**src/rtl/mult_pkg.sv**
```systemverilog
// Shared types and helpers for the iterative multiplier (and the divider that reuses abs_val).
package mult_pkg;

    localparam int unsigned MULT_WIDTH   = 32;
    localparam int unsigned MULT_LATENCY = MULT_WIDTH + 1;

    typedef enum logic [1:0] {IDLE, RUN, DONE} mult_state_t;

    // Magnitude of a width-bit operand held zero-extended in 64 bits.
    // The most-negative value maps to 2^(width-1), which still fits unsigned.
    function automatic logic [63:0] abs_val(input logic [63:0] value,
                                            input logic        is_signed,
                                            input int unsigned width);
        logic [63:0] mask;
        logic [5:0]  sidx;
        mask = (width >= 64) ? '1 : ((64'd1 << width) - 64'd1);
        sidx = 6'(width - 1);
        if (is_signed && value[sidx])
            return (~value + 64'd1) & mask;
        return value & mask;
    endfunction

endpackage

```
**src/rtl/mult_unit_if.sv**
```systemverilog
// Request/response bundle between the EX stage and the multiplier.
interface mult_unit_if #(parameter int unsigned WIDTH = 32);
    logic               start;
    logic               is_signed;
    logic [0:WIDTH-1]   op_a;
    logic [0:WIDTH-1]   op_b;
    logic               flush;
    logic               mul_stall;
    logic               done;
    logic [WIDTH-1:0]   product_hi;
    logic [WIDTH-1:0]   product_lo;

    modport master (
        output start, is_signed, op_a, op_b, flush,
        input  mul_stall, done, product_hi, product_lo
    );

    modport slave (
        input  start, is_signed, op_a, op_b, flush,
        output mul_stall, done, product_hi, product_lo
    );
endinterface

```
**src/rtl/mult_unit.sv**
```systemverilog
// Shift-add multiplier: one partial product per cycle on magnitudes, sign fixed up at the end.
// Operands arrive with bit 0 as the MSB, so op_a[0]/op_b[0] are the sign bits.
module mult_unit
    import mult_pkg::*;
#(
    parameter int unsigned WIDTH = MULT_WIDTH
) (
    input  logic       clock,
    input  logic       reset,
    mult_unit_if.slave bus
);

    localparam int unsigned CW = $clog2(WIDTH);

    mult_state_t        state_q;
    logic [CW-1:0]      count_q;
    logic [WIDTH-1:0]   mcand_q;
    logic [WIDTH-1:0]   mplier_q;
    logic [WIDTH-1:0]   acc_q;
    logic               neg_q;
    logic               done_q;
    logic [WIDTH-1:0]   prod_hi_q;
    logic [WIDTH-1:0]   prod_lo_q;

    logic [WIDTH-1:0]   mag_a_d;
    logic [WIDTH-1:0]   mag_b_d;
    logic [WIDTH:0]     sum_d;
    logic [2*WIDTH-1:0] full_d;
    logic [2*WIDTH-1:0] result_d;

    always_comb begin
        mag_a_d  = WIDTH'(abs_val(64'(bus.op_a), bus.is_signed, WIDTH));
        mag_b_d  = WIDTH'(abs_val(64'(bus.op_b), bus.is_signed, WIDTH));
        sum_d    = {1'b0, acc_q} + {1'b0, (mplier_q[0] ? mcand_q : '0)};
        // {carry, acc, multiplier} shifted right by one
        full_d   = {sum_d, mplier_q[WIDTH-1:1]};
        result_d = neg_q ? -full_d : full_d;
    end

    // Combinational so the requesting instruction freezes in EX the same cycle.
    assign bus.mul_stall  = !bus.flush && (bus.start || (state_q == RUN));
    assign bus.done       = done_q;
    assign bus.product_hi = prod_hi_q;
    assign bus.product_lo = prod_lo_q;

    always_ff @(posedge clock) begin
        if (reset) begin
            state_q   <= IDLE;
            count_q   <= '0;
            mcand_q   <= '0;
            mplier_q  <= '0;
            acc_q     <= '0;
            neg_q     <= 1'b0;
            done_q    <= 1'b0;
            prod_hi_q <= '0;
            prod_lo_q <= '0;
        end else if (bus.flush) begin
            state_q <= IDLE;
            count_q <= '0;
            done_q  <= 1'b0;
        end else begin
            unique case (state_q)
                IDLE, DONE: begin
                    done_q <= 1'b0;
                    if (bus.start) begin
                        mcand_q  <= mag_a_d;
                        mplier_q <= mag_b_d;
                        neg_q    <= bus.is_signed & (bus.op_a[0] ^ bus.op_b[0]);
                        acc_q    <= '0;
                        count_q  <= '0;
                        state_q  <= RUN;
                    end else begin
                        state_q  <= IDLE;
                    end
                end
                RUN: begin
                    acc_q    <= sum_d[WIDTH:1];
                    mplier_q <= {sum_d[0], mplier_q[WIDTH-1:1]};
                    count_q  <= count_q + 1'b1;
                    if (count_q == CW'(WIDTH - 1)) begin
                        prod_hi_q <= result_d[2*WIDTH-1:WIDTH];
                        prod_lo_q <= result_d[WIDTH-1:0];
                        done_q    <= 1'b1;
                        state_q   <= DONE;
                    end
                end
                default: state_q <= IDLE;
            endcase
        end
    end

endmodule

```
**src/flat_wrapper.sv**
```systemverilog
// flat-port wrapper written by rule: the top's interface ports become plain ports
module mult_unit_flat import mult_pkg::*;
#(
    parameter int unsigned WIDTH = MULT_WIDTH
)
  (clock, reset, bus_start, bus_is_signed, bus_op_a, bus_op_b, bus_flush, bus_mul_stall, bus_done, bus_product_hi, bus_product_lo);
  mult_unit_if #(.WIDTH(WIDTH)) bus_i ();
  input  logic clock;
  input  logic reset;
  input wire logic [$bits(bus_i.start)-1:0] bus_start;
  input wire logic [$bits(bus_i.is_signed)-1:0] bus_is_signed;
  input wire logic [$bits(bus_i.op_a)-1:0] bus_op_a;
  input wire logic [$bits(bus_i.op_b)-1:0] bus_op_b;
  input wire logic [$bits(bus_i.flush)-1:0] bus_flush;
  output wire logic [$bits(bus_i.mul_stall)-1:0] bus_mul_stall;
  output wire logic [$bits(bus_i.done)-1:0] bus_done;
  output wire logic [$bits(bus_i.product_hi)-1:0] bus_product_hi;
  output wire logic [$bits(bus_i.product_lo)-1:0] bus_product_lo;
  assign bus_i.start = bus_start;
  assign bus_i.is_signed = bus_is_signed;
  assign bus_i.op_a = bus_op_a;
  assign bus_i.op_b = bus_op_b;
  assign bus_i.flush = bus_flush;
  assign bus_mul_stall = bus_i.mul_stall;
  assign bus_done = bus_i.done;
  assign bus_product_hi = bus_i.product_hi;
  assign bus_product_lo = bus_i.product_lo;
  mult_unit #(.WIDTH(WIDTH)) u_core (.clock(clock), .reset(reset), .bus(bus_i));
endmodule
```
**config.mk**
```make
export PLATFORM = sky130hd
export DESIGN_NAME = mult_unit_flat
export DESIGN_NICKNAME = d
export VERILOG_FILES = /design/src/rtl/mult_pkg.sv /design/src/rtl/mult_unit_if.sv /design/src/rtl/mult_unit.sv /design/src/flat_wrapper.sv
export SDC_FILE = /design/constraint.sdc
export NUM_CORES = 1
export LEC_CHECK = 0
export ABC_AREA = 1
export CAP_MARGIN = 5
export CORE_UTILIZATION = 42
export DETAILED_ROUTE_END_ITERATION = 8
export PLACE_DENSITY = 0.69
export SKIP_CTS_REPAIR_TIMING = 1
export SYNTH_ARGS = -nofsm -noshare
export SYNTH_HDL_FRONTEND = slang
export SYNTH_SLANG_ARGS = --single-unit
```
**constraint.sdc**
```tcl
create_clock -name clock -period 7.9 [get_ports clock]
set_input_delay 1.58 -clock clock [delete_from_list [all_inputs] [get_ports clock]]
set_output_delay 1.58 -clock clock [all_outputs]
set_load 0.01 [all_outputs]
```
==> summary.txt, run 1 <==
Finish
  – Layout cell share with drive strength beyond 1: 0.0638
  – FF/Latch Area: 0.00338 mm^2
  – Nets: 2290
  – Design area: 0.0147 mm^2
  – Fill count: 3053
  – Ant diodes: 0
  – Final cell utilization of the core: 0.507
  – Syn-to-layout area delta: 17.6%
  – Area of the multi-input gates: 0.00775 mm^2

Synthesis
  – YS warnings: 0
  – Synth area leaders: dfxtp_1 27%, nand2_1 18%, inv_1 8.7%
  – Synth cell types: 46
  – Syn_nets: 2200
  – Post-synth top flop: dfxtp_1
  – Area share of the largest cell type after synthesis: 0.270
  – FF+latch count, synth: 169
  – Combinational family with the most area after synthesis: simple AND/OR/NAND/NOR gates
  – Fraction of registers with async set/reset: 0
  – Mux contribution to synthesized area: 0
  – Post-synth EDFFs: 0
  – Synth Area in Simple Gates: 0.358
  – Syn Inst Count: 2093
  – Synth Area in Adders: 0.0386
  – Post-synthesis xor/xnor area fraction: 0.0475
  – Post-Syn Area per Cell: 5.98 um^2
  – Mapped Area: 0.0125 mm^2
  – Compound-Gate Fraction of Synth Area: 0.174
  – Synth area leader: dfxtp_1
  – Seq/Total Area, Yosys: 0.270

Place
  – Minimum setup slack after placement: 3.25 ns
  – Dpl hpwl: 31.1 mm
  – Routability cong.: 0.958
  – Placed instance area: 0.0141 mm^2
  – Port-buffer cells: 134

STA
  – Fin. Hold Viols: 0
  – Period utilisation layout: 0.560
  – RSZ-0062 raised after global routing: no
  – Slew headroom: 0.351
  – Setup TNS: 0 ns
  – Tightest Pin Transition: 0.972 ns
  – Slew Limit Fails: 0
  – Setup WS post-layout: 3.47 ns
  – Final Skew: 0.0157 ns
  – Fin crit period: 4.43 ns
  – Setup Viol. Count Final: 0
  – Fmax: 0.226 GHz

Setup path
  – Critical path peak fanout: 5
  – R2r setup slk: 3.85 ns
  – RR Endpoint: u_core.bus.product_lo[12]$_SDFFE_PP0P_
  – Worst R2R Path Depth: 12
  – Critical path class: in2out
  – RR Startpoint: u_core.state_q[0]$_SDFFE_PP0P_
  – CP endpoint kind: primary output
  – Crit path launch: bus_flush
  – Worst Path Required: 6.32 ns
  – Arrival time at the worst endpoint: 2.85 ns
  – CP startpoint kind: input port
  – Critical path endpoint: bus_mul_stall

Route
  – Routed Antenna Nets: 0
  – Vias: 13400
  – Drt first-iter violations: 1235
  – Vias per inst: 5.20
  – DR pass1 iterations: 6
  – Wire per inst: 15.5 um
  – DRC violations left: 0
  – DRT Wirelength: 40.0 mm

Floorplanning
  – Core area: 0.0290 mm^2
  – # IOs: 135
  – Initial core utilization: 0.432
  – Chip height: 175 um
  – Num rows: 62
  – Full die area: 0.0305 mm^2
  – Die Span X: 175 um

GRT
  – Largest net degree at the start of global routing: 93
  – GRT Total Usage: 0.264
  – Global-route wire length before repair: 64.5 mm
  – Vias in the first global route: 12300
  – Global route overflow: 0
  – Initial antenna violation count: 0

Clock tree
  – Inserted Clock Buffers: 17
  – Htree depth: 4
  – Clock Latency Late Sink: 0.45 ns
  – Clock root buffer: clkbuf_16
  – Clk slew on worst S/H paths: 0.06 ns
  – TritonCTS Sinks: 169
  – Maximum root-to-sink buffer count: 2
  – CTS tree: built

Min path
  – Min-Delay Startpoint: u_core.acc_q[0]$_SDFFE_PP0P_
  – Worst Hold Class: reg2reg

Run status
  – Status: completed

Power
  – Power density cells: 144 mW/mm^2
  – Leakage: 7.16 nW
  – Final Power: 2.12 mW
  – Worst IR drop on VDD: 0.151 mV

Flow run
  – MaxCap Viol Count: 0
-- sequential cells by signal (all words and copies together) (netlist names) --
signal                 count
u_core.count_q             5
u_core.mcand_q            32
u_core.neg_q               1
u_core.state_q             2
u_core.bus.product_lo     32
u_core.acc_q              32
u_core.mplier_q           32
u_core.bus.done            1
u_core.bus.product_hi     32
-- power by group --
group | total (mW) | internal (mW) | switching (mW)
combinational | 0.373 | 0.132 | 0.240
clock | 0.850 | 0.448 | 0.402
sequential | 0.896 | 0.875 | 0.0211
-- cells in the mapped netlist (all sizes together), types with 20 or more instances --
library cell and number:
xor2 52, inv 295, o211ai 26, nand2 632, nand3 116, ha 37, nand4 20, o21ai 140
clkbuf 57, nor3 21, a21oi 190, dfxtp 169, nor2 239
-- metal layers --
layer / up-vias / track usage / share of wire
met5: - / 0 / 0
met1: 6087 / 0.369 / 0.48
li1: 6866 / - / -
met3: 56 / 0.0309 / 0.052
met4: 0 / 0.0754 / 0.021
met2: 392 / 0.426 / 0.45
-- cell usage in the layout, fill, tap and decap left out, types with 8 or more instances in the layout --
master,count
a21oi_1,189
inv_1,288
nand4_1,20
nor3_1,20
ha_1,37
nand3_2,12
nand2_1,589
inv_2,8
o21ai_0,133
clkbuf_16,17
buf_4,10
o211ai_1,26
xnor2_1,14
clkdlybuf4s50_1,133
dfxtp_1,169
nand2_2,43
nor2_1,218
nand3_1,104
xor2_1,52
nor2_2,17
o221ai_1,12
-- through the flow --
stage	hold slack (ns)	cells
3_5_place_dp	0.463	2548
6_report	0.472	2579
5_1_grt	0.490	2579
2_1_floorplan	0.437	2093
3_3_place_gp	0.453	2548
4_1_cts	0.474	2579
-- area by class of cell --
cell class | instances | share of cell area
Sequential cell | 169 | 0.230
Inverter | 298 | 0.0760
Clock buffer | 17 | 0.0289
Timing Repair Buffer | 144 | 0.0959
Clock inverter | 14 | 0.0106
Multi-Input combinational cell | 1553 | 0.526
Tap cell | 384 | 0.0326
-- cell families (layout without fill, tap and decap cells) --
| kind of cell | count (synthesis) | after routing |
|---|---|---|
| and+or+nand+nor | 1052 | 1052 |
| AOI/OAI and AO/OA | 396 | 396 |
| buffers and inverters | 371 | 473 |
| DFF | 169 | 169 |
| xor gates and xnor gates | 67 | 67 |
| adders and majority gates | 38 | 38 |
-- worst max-delay path, cell delays in order --
cell,delay [ns]
clkdlybuf4s50_1,0.54
a21oi_1,0.17
clkdlybuf4s50_1,0.56
-- worst min path at each step --
stage | endpoint | slack [ns] | cells past startpoint
final | u_core.acc_q[0]$_SDFFE_PP0P_ | 0.47 | 2
after global routing | u_core.acc_q[14]$_SDFFE_PP0P_ | 0.49 | 2
after CTS | u_core.acc_q[3]$_SDFFE_PP0P_ | 0.47 | 2
after detailed placement | u_core.acc_q[3]$_SDFFE_PP0P_ | 0.46 | 2
after global placement | u_core.count_q[3]$_SDFFE_PP0P_ | 0.45 | 1
after floorplan | u_core.count_q[3]$_SDFFE_PP0P_ | 0.44 | 1
Power figures use the tool's default switching activity.
==> inputs of run 2 (changes only) <==
- clock period: 7.9 -> 4.1 ns (I/O delays scaled with it)
==> run 2 against run 1 <==
Against the previous run:
- core utilization grew 0.18 points
- die area is the same
- cell area grew 0.35%
- hold slack lost 0.0032 ns
- critical path type is now reg2reg
- critical endpoint is now u_core.bus.product_hi[26]$_SDFFE_PP0P_
- largest power group unchanged
- highest routed layer unchanged
==> summary.txt, run 2 (synthesis gave the netlist of run 1 again) <==
Route
  – Vias: 13400
  – Vias per inst: 5.20
  – Drt first-iter violations: 1074
  – DRC violations left: 0
  – Routed Antenna Nets: 0
  – DRT Wirelength: 39.9 mm
  – Wire per inst: 15.5 um
  – DR pass1 iterations: 6

GRT
  – Largest net degree at the start of global routing: 117
  – Initial antenna violation count: 0
  – GRT Total Usage: 0.264
  – Global-route wire length before repair: 64.6 mm
  – Vias in the first global route: 12300
  – Global route overflow: 0

Setup path
  – Buffers and inverters on the worst path: 4
  – CP max stage cell: xnor2_2
  – CP startpoint kind: register
  – RR Endpoint: u_core.bus.product_hi[26]$_SDFFE_PP0P_
  – R2r setup slk: 0.85 ns
  – Cells along the critical path: buf_4 -> nand2_1 -> inv_1 -> ha_1 -> nand2_1 -> inv_1 -> nand2_1 -> nand3_2 -> xnor2_2 -> nand3_1 -> nor3_1 -> nand2_1 -> o21ai_2 -> nand2_1 -> nand2_1 -> nand3_1 -> nand2_1 -> inv_1
  – Critical path's top delay family: simple AND/OR/NAND/NOR gates
  – Critical path peak fanout: 32
  – Worst path most repeated cell: nand2_1
  – RR Startpoint: u_core.mplier_q[0]$_SDFFE_PP0P_
  – Critical path class: reg2reg
  – Worst R2R Path Depth: 18
  – Arrival time at the worst endpoint: 3.58 ns
  – Worst Path Required: 4.43 ns
  – Max stage delay on crit path: 0.38 ns
  – CP endpoint kind: register

Floorplanning
  – # IOs: 135
  – Chip height: 175 um
  – Die Span X: 175 um
  – Full die area: 0.0305 mm^2
  – Num rows: 62
  – Initial core utilization: 0.432
  – Core area: 0.0290 mm^2

STA
  – Tightest Pin Transition: 0.786 ns
  – Slew headroom: 0.475
  – Slew Limit Fails: 0
  – Setup Viol. Count Final: 0
  – Period utilisation layout: 0.792
  – Fin crit period: 3.25 ns
  – Fin. Hold Viols: 0
  – Setup TNS: 0 ns
  – RSZ-0062 raised after global routing: no
  – Final Skew: 0.0135 ns
  – Fmax: 0.308 GHz

Clock tree
  – Maximum root-to-sink buffer count: 2
  – Htree depth: 4
  – Clk slew on worst S/H paths: 0.07 ns
  – CTS tree: built
  – Inserted Clock Buffers: 17
  – TritonCTS Sinks: 169
  – Clock root buffer: clkbuf_16
  – Clock Latency Late Sink: 0.44 ns

Power
  – Final Power: 4.09 mW
  – Leakage: 7.18 nW
  – Worst IR drop on VDD: 0.316 mV
  – Power density cells: 277 mW/mm^2

Finish
  – Nets: 2293
  – FF/Latch Area: 0.00338 mm^2
  – Ant diodes: 0
  – Layout cell share with drive strength beyond 1: 0.0646
  – Area of the multi-input gates: 0.00775 mm^2
  – Fill count: 3043
  – Commonest non-fill, non-tap cell in the layout: nand2_1
  – Most frequent cells in the layout: 589 x nand2_1, 288 x inv_1, 218 x nor2_1
  – Syn-to-layout area delta: 18.0%

Place
  – Dpl hpwl: 31.4 mm
  – Port-buffer cells: 134
  – Routability cong.: 0.995

Min path
  – Min-Delay Startpoint: u_core.acc_q[0]$_SDFFE_PP0P_
  – Worst Hold Path Cells: 2
  – Worst Hold Class: reg2reg
  – Worst Hold End: u_core.acc_q[0]$_SDFFE_PP0P_

Run status
  – Status: completed

Flow run
  – MaxCap Viol Count: 0
==> run 2: tightest hold or removal path: stages (launching register included) <==
cell     delay (ns)
dfxtp_1        0.31
nand2_1        0.06
a21oi_1        0.05
==> run 2: how the worst max path moves through the flow <==
stage / start / to / slack [ns] / depth (start not counted)
2_1_floorplan: u_core.mplier_q[0]$_SDFFE_PP0P_ / u_core.bus.product_hi[29]$_SDFFE_PP0P_ / 1.15 / 19
4_1_cts: u_core.mplier_q[0]$_SDFFE_PP0P_ / u_core.bus.product_hi[29]$_SDFFE_PP0P_ / 0.92 / 17
3_3_place_gp: bus_op_a[0] / u_core.mcand_q[24]$_SDFFE_PP0P_ / 0.92 / 17
3_5_place_dp: bus_op_b[0] / u_core.mplier_q[30]$_SDFFE_PP0P_ / 0.89 / 14
6_report: u_core.mplier_q[0]$_SDFFE_PP0P_ / u_core.bus.product_hi[26]$_SDFFE_PP0P_ / 0.85 / 18
5_1_grt: u_core.mplier_q[0]$_SDFFE_PP0P_ / u_core.bus.product_hi[29]$_SDFFE_PP0P_ / 0.51 / 20
==> run 2: final cells by class <==
cell class / instances / area share
Clock buffer: 18 / 0.0290
Clock inverter: 13 / 0.0106
Inverter: 298 / 0.0757
Multi-Input combinational cell: 1553 / 0.524
Sequential cell: 169 / 0.229
Tap cell: 384 / 0.0325
Timing Repair Buffer: 147 / 0.0987
==> run 2: layer usage <==
| layer | part of all wire | GRT usage |
|---|---|---|
| met1 | 0.46 | 0.360 |
| met2 | 0.45 | 0.426 |
| met3 | 0.049 | 0.0285 |
| met4 | 0.034 | 0.102 |
| met5 | 0 | 0 |
==> run 2: power breakdown <==
group / switching, mW / total [mW] / internal, mW
registers: 0.0464 / 1.73 / 1.69
clock network: 0.772 / 1.64 / 0.866
logic: 0.461 / 0.719 / 0.259
==> run 2: stage by stage <==
| stage | std cells | utilization | hold slack, ns | worst slack, ns | cell area (um^2) |
|---|---|---|---|---|---|
| floorplan | 2093 | - | 0.437 | 1.15 | 12500 |
| global placement | 2551 | 0.489 | 0.454 | 0.924 | 14200 |
| detailed placement | 2551 | 0.489 | 0.459 | 0.890 | 14200 |
| CTS | 2582 | 0.509 | 0.471 | 0.920 | 14800 |
| global route | 2582 | 0.509 | 0.490 | 0.513 | 14800 |
| finish | 2582 | 0.509 | 0.469 | 0.853 | 14800 |
==> inputs of run 3 (changes only) <==
- clock period: 4.1 -> 3.36 ns (I/O delays scaled with it)
==> run 3 against run 2 <==
Against the previous run:
- combinational power increased by 24%
- routed wire length increased by 3.0%
- largest power group unchanged
- non-clock buffer count increased by 8
- cell area increased by 0.74%
- global-route usage increased by 0.85 points
- critical endpoint is now u_core.bus.product_hi[30]$_SDFFE_PP0P_
==> summary.txt, run 3 (synthesis gave the netlist of run 1 again) <==
Run status
  – Status: completed

Finish
  – Layout cell share with drive strength beyond 1: 0.0707
  – Fin cells: 2591
  – Ant diodes: 0
  – Design area: 0.0149 mm^2
  – Commonest non-fill, non-tap cell in the layout: nand2_1
  – Most frequent cells in the layout: 588 x nand2_1, 288 x inv_1, 218 x nor2_1
  – Nets: 2301
  – Syn-to-layout area delta: 18.8%
  – Fill count: 3018

Place
  – Placed instance area: 0.0142 mm^2
  – Routability cong.: 0.978
  – Port-buffer cells: 134
  – Post-Place Cells: 2559
  – Dpl hpwl: 31.7 mm

GRT
  – Vias in the first global route: 12800
  – GRT met2 Usage: 0.443
  – GRT Total Usage: 0.273
  – Met3 usage: 0.0322
  – Global-route wire length before repair: 66.7 mm
  – Largest net degree at the start of global routing: 117
  – Gr busiest metal: met2
  – Initial antenna violation count: 0
  – Global route overflow: 0
  – Met1 Usage GRT: 0.365

Power
  – Sw Share: 0.321
  – Power density cells: 341 mW/mm^2
  – Worst IR drop on VDD: 0.340 mV
  – Leakage: 7.23 nW
  – Clk network pwr share: 0.407
  – Register share of total power: 0.417
  – Comb pwr share: 0.176
  – Internal Power: 3.45 mW
  – NetSw: 1.63 mW

STA
  – Fin crit period: 3.12 ns
  – Slew Limit Fails: 0
  – Final Skew: 0.0182 ns
  – RSZ-0062 raised after global routing: no
  – Setup Viol. Count Final: 0
  – Fin. Hold Viols: 0
  – Slew headroom: 0.333
  – Period utilisation layout: 0.930
  – Setup TNS: 0 ns
  – Hold slack: 0.471 ns
  – Tightest Pin Transition: 1.00 ns
  – Fmax: 0.320 GHz

Floorplanning
  – Full die area: 0.0305 mm^2
  – Num rows: 62
  – Die Span X: 175 um
  – # IOs: 135
  – Initial core utilization: 0.432
  – Chip height: 175 um
  – Core area: 0.0290 mm^2

Setup path
  – Critical path peak fanout: 30
  – CP endpoint kind: register
  – CP startpoint kind: register
  – Arrival time at the worst endpoint: 3.47 ns
  – Critical path class: reg2reg
  – Worst Path Required: 3.70 ns

Route
  – Drt first-iter violations: 1056
  – DRC violations left: 0
  – Vias: 13600
  – Routed Antenna Nets: 0
  – Wire per inst: 15.9 um
  – DRT Wirelength: 41.1 mm
  – Vias per inst: 5.25
  – DR pass1 iterations: 5

Clock tree
  – Clk slew on worst S/H paths: 0.07 ns
  – TritonCTS Sinks: 169
  – Htree depth: 4
  – CTS tree: built
  – Inserted Clock Buffers: 17
  – Clock Latency Late Sink: 0.44 ns
  – Clock root buffer: clkbuf_16
  – Maximum root-to-sink buffer count: 2

Flow run
  – MaxCap Viol Count: 0

Min path
  – Worst Hold Class: reg2reg
run 3: stage by stage:
step	setup slack, ns	utilization	power [mW]
2_1_floorplan	0.407	-	2.72
3_3_place_gp	0.155	0.491	3.03
3_5_place_dp	0.133	0.491	3.03
4_1_cts	0.237	0.512	5.08
5_1_grt	0.0326	0.513	5.31
6_report	0.236	0.513	5.07
run 3: final timing paths:
check	from	end	slack [ns]	depth (start not counted)
max	u_core.mplier_q[0]$_SDFFE_PP0P_	u_core.bus.product_hi[30]$_SDFFE_PP0P_	0.24	23
min	u_core.acc_q[5]$_SDFFE_PP0P_	u_core.acc_q[5]$_SDFFE_PP0P_	0.47	2
max reg2reg	u_core.mplier_q[0]$_SDFFE_PP0P_	u_core.bus.product_hi[30]$_SDFFE_PP0P_	0.24	23
min reg2reg	u_core.acc_q[5]$_SDFFE_PP0P_	u_core.acc_q[5]$_SDFFE_PP0P_	0.47	2
run 3: layout make-up:
cell class / instances / area (um^2) / area share
Tap cell: 384 / 480 / 0.0323
Sequential cell: 169 / 3380 / 0.227
Clock buffer: 17 / 425 / 0.0286
Inverter: 298 / 1120 / 0.0752
Timing Repair Buffer: 155 / 1520 / 0.102
Multi-Input combinational cell: 1553 / 7780 / 0.522
Clock inverter: 15 / 179 / 0.0120
run 3: routing by layer:
layer / up-vias / wire length (um)
li1: 6899 / -
met2: 402 / 18900
met4: 0 / 1450
met3: 71 / 2060
met1: 6233 / 18600
met5: - / 0
run 3: power by group through the flow:
stage	Combinational [mW]	Clock [mW]	Sequential, mW
floorplan	0.583	0	2.14
global placement	0.870	0	2.16
detailed placement	0.876	0	2.16
CTS	0.882	2.09	2.11
global route	0.997	2.19	2.12
finish	0.893	2.06	2.11
run 3: critical path: stages (launching register included):
cell and delay [ns]:
dfxtp_2 0.34, buf_12 0.16, nand2_1 0.07, inv_1 0.04, ha_1 0.43, nand2_1 0.15
nor2_2 0.20, nand2_1 0.14, inv_1 0.09, nand2_2 0.08, nand2_2 0.12, nand2_1 0.05
nand2_1 0.12, nand2_1 0.10, nor2_2 0.15, nand2_1 0.08, nor2_2 0.17, nand2_1 0.14
nand2_2 0.10, nand2_1 0.06, nand2_1 0.05, nand3_1 0.06, nand2_1 0.08, inv_1 0.04
